## config.mk

```make
export PLATFORM = sky130hd
export DESIGN_NAME = compound_accum
export DESIGN_NICKNAME = d
export VERILOG_FILES = /design/src/rtl/testbasic16_types.sv /design/src/rtl/compound_accum_pkg.sv /design/src/rtl/compound_accum_alu.sv /design/src/rtl/compound_accum.sv
export SDC_FILE = /design/constraint.sdc
export NUM_CORES = 1
export LEC_CHECK = 0
export ABC_AREA = 1
export CAP_MARGIN = 0
export CORE_UTILIZATION = 56
export CTS_CLUSTER_DIAMETER = 120
export CTS_CLUSTER_SIZE = 16
export DETAILED_ROUTE_END_ITERATION = 7
export PLACE_DENSITY = 0.81
export RECOVER_POWER = 50
export SLEW_MARGIN = 30
export SYNTH_ARGS = -nofsm -noshare
export SYNTH_HDL_FRONTEND = slang
export SYNTH_SLANG_ARGS = --single-unit
```

## constraint.sdc

```tcl
create_clock -name clk -period 2.4 [get_ports clk]
set_input_delay 0.36 -clock clk [delete_from_list [all_inputs] [get_ports clk]]
set_output_delay 0.36 -clock clk [all_outputs]
set_load 0.02 [all_outputs]
```

## src/rtl/testbasic16_types.sv

```systemverilog
// Packet types shared with the upstream TestBasic16 stage.
package testbasic16_types;
    localparam int DATA_W = 32;

    typedef enum logic {read = 1'b0, write = 1'b1} Mode;

    typedef struct packed {
        Mode               mode;
        logic [DATA_W-1:0] x;
        logic              y;
    } CompoundType;
endpackage

```

## src/rtl/compound_accum_pkg.sv

```systemverilog
// Types and accumulator limits for compound_accum.
package compound_accum_types;
    import testbasic16_types::*;

    typedef enum logic {section_recv = 1'b0, section_send = 1'b1} Sections;

    localparam logic [DATA_W-1:0] ACC_MAX = {1'b0, {(DATA_W-1){1'b1}}};
    localparam logic [DATA_W-1:0] ACC_MIN = {1'b1, {(DATA_W-1){1'b0}}};
endpackage

```

## src/rtl/compound_accum_alu.sv

```systemverilog
// Accumulator update: load or signed add with overflow flag.
// COMPOUND_ACCUM_SAT_EN selects saturating adds instead of wrapping.
module compound_accum_alu
    import compound_accum_types::*;
#(
    parameter int DATA_W = 32
) (
    input  logic [DATA_W-1:0] i_acc,
    input  logic [DATA_W-1:0] i_x,
    input  logic              i_load,
    output logic [DATA_W-1:0] o_sum,
    output logic              o_ovf_bit
);
    logic [DATA_W-1:0] w_add;
    logic              w_ovf;

    assign w_add = i_acc + i_x;
    // Signed overflow: operands agree in sign but the result does not.
    assign w_ovf = (i_acc[DATA_W-1] == i_x[DATA_W-1]) && (w_add[DATA_W-1] != i_acc[DATA_W-1]);

    always_comb begin
        o_sum     = w_add;
        o_ovf_bit = 1'b0;
        if (i_load) begin
            o_sum = i_x;
        end else begin
            o_ovf_bit = w_ovf;
`ifdef COMPOUND_ACCUM_SAT_EN
            if (w_ovf) o_sum = i_acc[DATA_W-1] ? ACC_MIN : ACC_MAX;
`else
            o_sum = w_add;
`endif
        end
    end
endmodule

```

## src/rtl/compound_accum.sv

```systemverilog
// Packet-driven accumulator: writes add/load, reads return {read, acc, ovf}.
// Optional saturating adds via COMPOUND_ACCUM_SAT_EN (see compound_accum_alu).
module compound_accum
    import testbasic16_types::*;
    import compound_accum_types::*;
#(
    parameter int DATA_W     = 32,
    parameter int AUTO_FLUSH = 0
) (
    input  logic        clk,
    input  logic        rst,
    input  CompoundType b_in,
    input  logic        b_in_sync,
    output logic        b_in_notify,
    output CompoundType b_out,
    input  logic        b_out_sync,
    output logic        b_out_notify
);
    localparam int CNT_W = (AUTO_FLUSH > 0) ? $clog2(AUTO_FLUSH + 1) : 1;

    Sections           r_section, w_section_nx;
    logic [DATA_W-1:0] r_acc;
    logic              r_ovf;
    logic [CNT_W-1:0]  r_wcnt;
    CompoundType       r_out;

    logic              w_in_xfer, w_out_xfer, w_is_write, w_flush, w_new_ovf, w_ovf_bit;
    logic [DATA_W-1:0] w_sum;
    logic [CNT_W-1:0]  w_wcnt_inc;

    assign w_in_xfer  = b_in_notify && b_in_sync;
    assign w_out_xfer = b_out_notify && b_out_sync;
    assign w_is_write = (b_in.mode == write);
    assign w_wcnt_inc = r_wcnt + 1'b1;
    assign w_new_ovf  = b_in.y ? 1'b0 : (r_ovf | w_ovf_bit);
    assign w_flush    = (AUTO_FLUSH > 0) && (w_wcnt_inc == CNT_W'(AUTO_FLUSH));

    compound_accum_alu #(.DATA_W(DATA_W)) u_alu (
        .i_acc     (r_acc),
        .i_x       (b_in.x),
        .i_load    (b_in.y),
        .o_sum     (w_sum),
        .o_ovf_bit (w_ovf_bit)
    );

    always_ff @(posedge clk or negedge rst) begin
        if (!rst) r_section <= section_recv;
        else      r_section <= w_section_nx;
    end

    always_comb begin
        w_section_nx = r_section;
        case (r_section)
            section_recv: if (w_in_xfer && (!w_is_write || w_flush)) w_section_nx = section_send;
            section_send: if (w_out_xfer) w_section_nx = section_recv;
            default:      w_section_nx = section_recv;
        endcase
    end

    always_comb begin
        b_in_notify  = (r_section == section_recv);
        b_out_notify = (r_section == section_send);
    end

    // Notify gates the transfer, so the datapath only moves in section_recv.
    always_ff @(posedge clk or negedge rst) begin
        if (!rst) begin
            r_acc  <= '0;
            r_ovf  <= 1'b0;
            r_wcnt <= '0;
            r_out  <= '{read, {DATA_W{1'b0}}, 1'b0};
        end else if (w_in_xfer) begin
            if (w_is_write) begin
                r_acc <= w_sum;
                r_ovf <= w_new_ovf;
                if (w_flush) begin
                    r_wcnt <= '0;
                    r_out  <= '{write, w_sum, w_new_ovf};
                end else begin
                    r_wcnt <= w_wcnt_inc;
                end
            end else begin
                r_out  <= '{read, r_acc, r_ovf};
                r_wcnt <= '0;
                if (b_in.y) begin
                    r_acc <= '0;
                    r_ovf <= 1'b0;
                end
            end
        end
    end

    assign b_out = r_out;
endmodule

```

**Word level (Yosys, flattened, before mapping)**

Cells that the tools add are included.

- Register bits after elaboration: 67
- Output and inout port bits: 36
- Logic and storage cells: 29
- Input port bits: 38

- Equality and inequality tests: 2
- Bitwise logic cells: 3
- Add/subtract/negate cells: 1
- Reductions and logical operators: 8
- Mux-type cells: 10

Operators by type and width:

| kind | number |
|---|---|
| 32-bit two-way mux | 3 |
| 32-bit adder | 1 |
| 1-bit two-way mux | 6 |
| 1-bit logical AND | 4 |
| 2-bit AND reduction | 2 |
| 1-bit NOT | 2 |
| 1-bit one-hot mux with 2 select lines | 1 |
| 2-bit nonzero test | 1 |
| 1-bit equality test | 1 |
| 1-bit logical NOT | 1 |
| 1-bit inequality test | 1 |
| 1-bit bitwise OR | 1 |

**Longest topological paths before layout**

Gate-level depths: netlist of run 1.

- Word-level depth: 7
- Depth in mapped cells: 14
- Mapped depth without buffers: 14

**Hierarchy**

From an unflattened synthesis of run 1, not the netlist that was laid out.

- Cell total of the unflattened synthesis: 911
- Area total of the unflattened synthesis: 5651.7 um2

Modules (own cells, without submodules):

| module | instances | area each (um2) | sequential area each (um2) | cells each |
|---|---|---|---|---|
| compound_accum_alu | 1 | 2929.1 | 0.0 | 614 |
| compound_accum | 1 | 2722.6 | 1676.6 | 297 |

**Worst setup path after synthesis of run 1**

No wires, ideal clock.

- Kind: input to register
- Start point: input port b_in[1] (netlist name)
- End point: register r_acc[16]
- Library setup time: 0.116 ns
- Setup slack: 0.516 ns
- Required time: 2.284 ns
- Arrival time: 1.767 ns
- Stages: 14
- Path through: ha_1 inv_1 fa_1 inv_1 nand3_1 nand3_1 nand2_1 nand2_1 nand2_1 nand2_1 xnor2_1 nand2_1 nand2_1 nand2_1

- Longest elaborated chain between the ends: 3

RTL lines:

| element | line | text |
|---|---|---|
| start, declared | compound_accum.sv:12 | `input CompoundType b_in,` |
| 32-bit adder | compound_accum_alu.sv:17 | `assign w_add = i_acc + i_x;` |
| 32-bit two-way mux | compound_accum_alu.sv:24 | `if (i_load) begin` |
| 32-bit two-way mux | compound_accum.sv:73 | `if (w_is_write) begin` |
| end signal, assigned | compound_accum.sv:74 | `r_acc <= w_sum;` |
| end, declared | compound_accum.sv:22 | `logic [DATA_W-1:0] r_acc;` |

Every way passes these cells.
A chain may end at the register's enable or synchronous reset.

**Worst setup path after layout of run 1**

- Start point: input port b_in_sync
- End point: register r_out, in the netlist b_out[11]

- Longest elaborated chain between the ends: 2

RTL lines:

| element | line | text |
|---|---|---|
| start, declared | compound_accum.sv:13 | `input logic b_in_sync,` |
| 1-bit logical AND | compound_accum.sv:31 | `assign w_in_xfer = b_in_notify && b_in_sync;` |
| 2-bit AND reduction (no line) | -- |  |
| end signal, assigned | compound_accum.sv:71 | `r_out <= '{read, {DATA_W{1'b0}}, 1'b0};` |
| end signal, assigned | compound_accum.sv:78 | `r_out <= '{write, w_sum, w_new_ovf};` |
| end signal, assigned | compound_accum.sv:83 | `r_out <= '{read, r_acc, r_ovf};` |
| end, declared | compound_accum.sv:25 | `CompoundType r_out;` |

Every way passes these cells.

==> parameters.txt, run 1 <==
Parameter                              Value

Routing
  Highest Signal Layer ... met4
  Sum of met3 wire segment lengths after detailed routing ... 1358 um
  Detailed-route wire length ... 16110 um
  Detailed-routing wirelength on met1 ... 7325 um
  Initial DRT Pass Iterations ... 5
  Routed vias/inst ... 5.157
  Detailed-route DRC error count ... 0
  DRT antenna net count ... 0
  Routed length on met2 ... 7213 um
  Number of DRC markers in iteration 0 ... 367
  Total via count in the routed design ... 5631
  Routed len/inst ... 14.76 um

Logic synthesis
  Synthesized cell area ... 5406 um2
  Share of synthesized area occupied by flip-flops and latches ... 31.01%
  Number of enable-type register cells in the synthesized netlist ... 0
  Share of the synthesized area in the top cell type ... 31.01%
  Synth unique cells ... 35
  Number of nets in the synthesized netlist ... 915
  Post-synthesis instance total ... 845
  Most frequently used flop master after synthesis ... dfrtp_1
  Post-synth ARST share ... 100.0%
  Number of storage elements in the synthesis netlist ... 67
  Dominant cell type by area after synthesis ... dfrtp_1
  Mean instance size in the synthesized netlist ... 6.398 um2
  Number of synthesis warnings ... 0
  Synth top area cells ... dfrtp_1, nand2_1, inv_1

Worst setup path
  Critical R2R Capture ... b_out[11]
  Maximum fanout along the worst path ... 29
  Reg-to-reg critical path startpoint ... b_out_notify
  Cell-by-cell listing of the critical path ... clkdlybuf4s50_1, nand2_1, inv_1, nand2_1, clkbuf_1, mux2_2
  CP top delay family ... buffers and inverters
  Worst-case register-to-register setup slack ... 0.24 ns
  Most frequent cell on the critical path ... nand2_1
  Worst path max stage delay ... 0.91 ns
  Cells on worst reg2reg path ... 6
  Worst Path Required ... 2.64 ns
  CP Data Arrival Time ... 2.41 ns
  Critical path buffers and inverters ... 3
  Worst Path Class, Setup ... in -> reg
  Cell type of the slowest stage on the worst timing path ... clkbuf_1
  Kind of capture point of the worst setup path ... flip-flop
  Crit path launch type ... input port

GRT
  Initial antenna violation count ... 0
  Maximum number of pins on one net before global-route repair ... 68
  Number of global-route vias before repair ... 5375
  Sum of overflow across all layers after global routing ... 0
  GRT Resource Usage Total ... 34.21%
  First-pass GRT wire length ... 26260 um

Floorplanning
  # rows ... 35
  Die span in x ... 100.3 um
  Height of the die ... 100.3 um
  Count of boundary I/O pins ... 74
  Core Footprint ... 9284 um2
  Effective utilization at floorplan ... 58.23%
  Total die area ... 10050 um2

STA
  Final-report max-slew violation count ... 68
  Final worst path period need ... 2.179 ns
  Fmax ... 0.4589 GHz
  Final Hold Vio Count ... 0
  Setup repair after global routing missed its margin ... no
  Final number of setup-violating endpoints ... 0
  Max-Slew Margin vs Limit ... -14.92%
  Post-route worst hold slack ... 0.4908 ns
  Setup Skew ... 0.01025 ns
  Share of the cycle needed by the critical path after routing ... 90.80%
  Worst slew pin tran ... 1.724 ns

CTS
  Worst-Skew Late Latency ... 0.35 ns
  CTS H-tree depth ... 3
  TritonCTS clock tree ... built
  Post-CTS Resized ... 0
  Number of CTS-inserted buffers ... 9
  Maximum root-to-sink buffer count ... 2
  CTS Sinks ... 67
  Clock Root Buffer ... clkbuf_8
  Hold Buf Count CTS ... 0
  Clock transition at path regs ... 0.07 ns
  Buffer count from post-CTS setup fixing ... 0

Cells and area
  Area Growth Syn to Fin ... 24.97%
  Leading cell types in the layout, fill and taps excluded ... nand2_1, inv_1, nor2_1
  Area of all sequential standard cells ... 1677 um2
  Number of antenna cells inserted ... 0
  Final core occ ... 72.78%
  Number of inserted filler cells in the final layout ... 778
  Area occupied by multi-input gates ... 3035 um2
  Fraction of final layout cells sized beyond drive strength 1 ... 10.49%
  Most common cell after layout, fill and taps aside ... nand2_1
  Final net count ... 1030

Power
  Overall power ... 5.837 mW
  Reported leakage power ... 3.895 nW
  Total power divided by cell area ... 863.9 nW/um2
  Max rail drop VDD ... 593.8 uV

Worst hold path
  Min-Delay Path Depth ... 2
  Class of the tightest hold or removal check ... reg -> reg
  Launch instance of the worst min-delay path ... b_out[18]
  Endpoint with the worst hold slack ... b_out[18]

Place
  Final weighted congestion in routability-driven placement ... 0.9189
  Number of input and output port buffers inserted ... 72
  HPWL Detailed ... 12440 um

Flow run
  Total of max-cap violations ... 1

Run status
  Result of the run ... finished with violations
  Failing checks ... capacitance limit, slew limit
## worst max path at each step
stage / from / end / cells past startpoint
floorplan: b_in[1] / r_acc[16] / 14
global placement: b_in[1] / r_acc[20] / 14
detailed placement: b_in[1] / r_acc[12] / 13
CTS: b_in[1] / r_acc[12] / 13
global route: b_in[1] / r_acc[12] / 13
finish: b_in_sync / b_out[11] / 6
## where the power goes
part,total (mW),internal (mW),switching [mW],leakage [nW]
logic,3.18,1.35,1.83,2.93
registers,1.65,1.45,0.210,0.857
clock network,1.01,0.553,0.454,0.104
## worst reg2reg max path: cells and delay by family, from the launching register on
kind          cells  cell delay (ns)
buf+inv           3             1.06
mux               1             0.44
flops             1             0.34
simple gates      2             0.21
## registers in the layout, indices dropped and copies added (netlist names)
signal and flops:
r_acc 32, r_ovf 1, b_out_notify 1, b_out 33
## stage by stage
step	TNS [ns]	instances	worst slack [ns]	area, um2
floorplan	0	845	0.5161	5406
global placement	-0.2848	1078	-0.06271	6579
detailed placement	-0.6879	1078	-0.1054	6579
CTS	0	1092	0.2528	6779
global route	0	1092	0.05459	6756
finish	0	1092	0.2208	6756
## cell families after synthesis
family | after synthesis | synth area share [%]
AOI/OAI and AO/OA | 77 | 8.100
xor gates and xnor gates | 12 | 1.944
adders and majority gates | 32 | 7.545
buffers and inverters | 174 | 12.84
DFF | 67 | 31.01
muxes | 15 | 3.124
other | 1 | 0.06936
and+or+nand+nor | 467 | 35.36
## final cells by class
cell class,instances,share of cell area [%]
multi-input cells,604,44.93
flip-flops and latches,67,24.81
repair buffers,123,16.30
inverters,155,8.611
clock buffers,12,2.444
well taps,129,2.389
clock inverters,2,0.5185
## layer usage
metal  vias to the layer above  track usage, %
met5                         -               0
met4                         0           9.030
met3                        20           6.407
met2                       221           54.27
met1                      2581           47.99
li1                       2809               -
## cells in the mapped netlist, types with 2 or more instances
library cell / number
mux2_2: 15
xor2_1: 10
ha_1: 31
nand3_2: 3
nand2_1: 299
nand3_1: 40
a21oi_1: 21
clkbuf_1: 5
inv_1: 154
xnor2_1: 2
o21bai_1: 2
nor2_1: 96
a21o_1: 2
and2_1: 2
a21oi_4: 2
buf_6: 2
buf_2: 10
nand2_4: 4
o22ai_1: 2
nand2_2: 9
o21ai_1: 2
nor3_1: 5
o32ai_1: 4
nand4_1: 6
dfrtp_1: 67
o21ai_0: 41
Note: power is estimated with default switching activity, not from simulation.
==> run 2, diff against run 1 <==
- SKIP_LAST_GASP: not set -> 1
==> results of run 2 <==
Same layout as run 1: the final DEF is identical, and so are final timing and power.
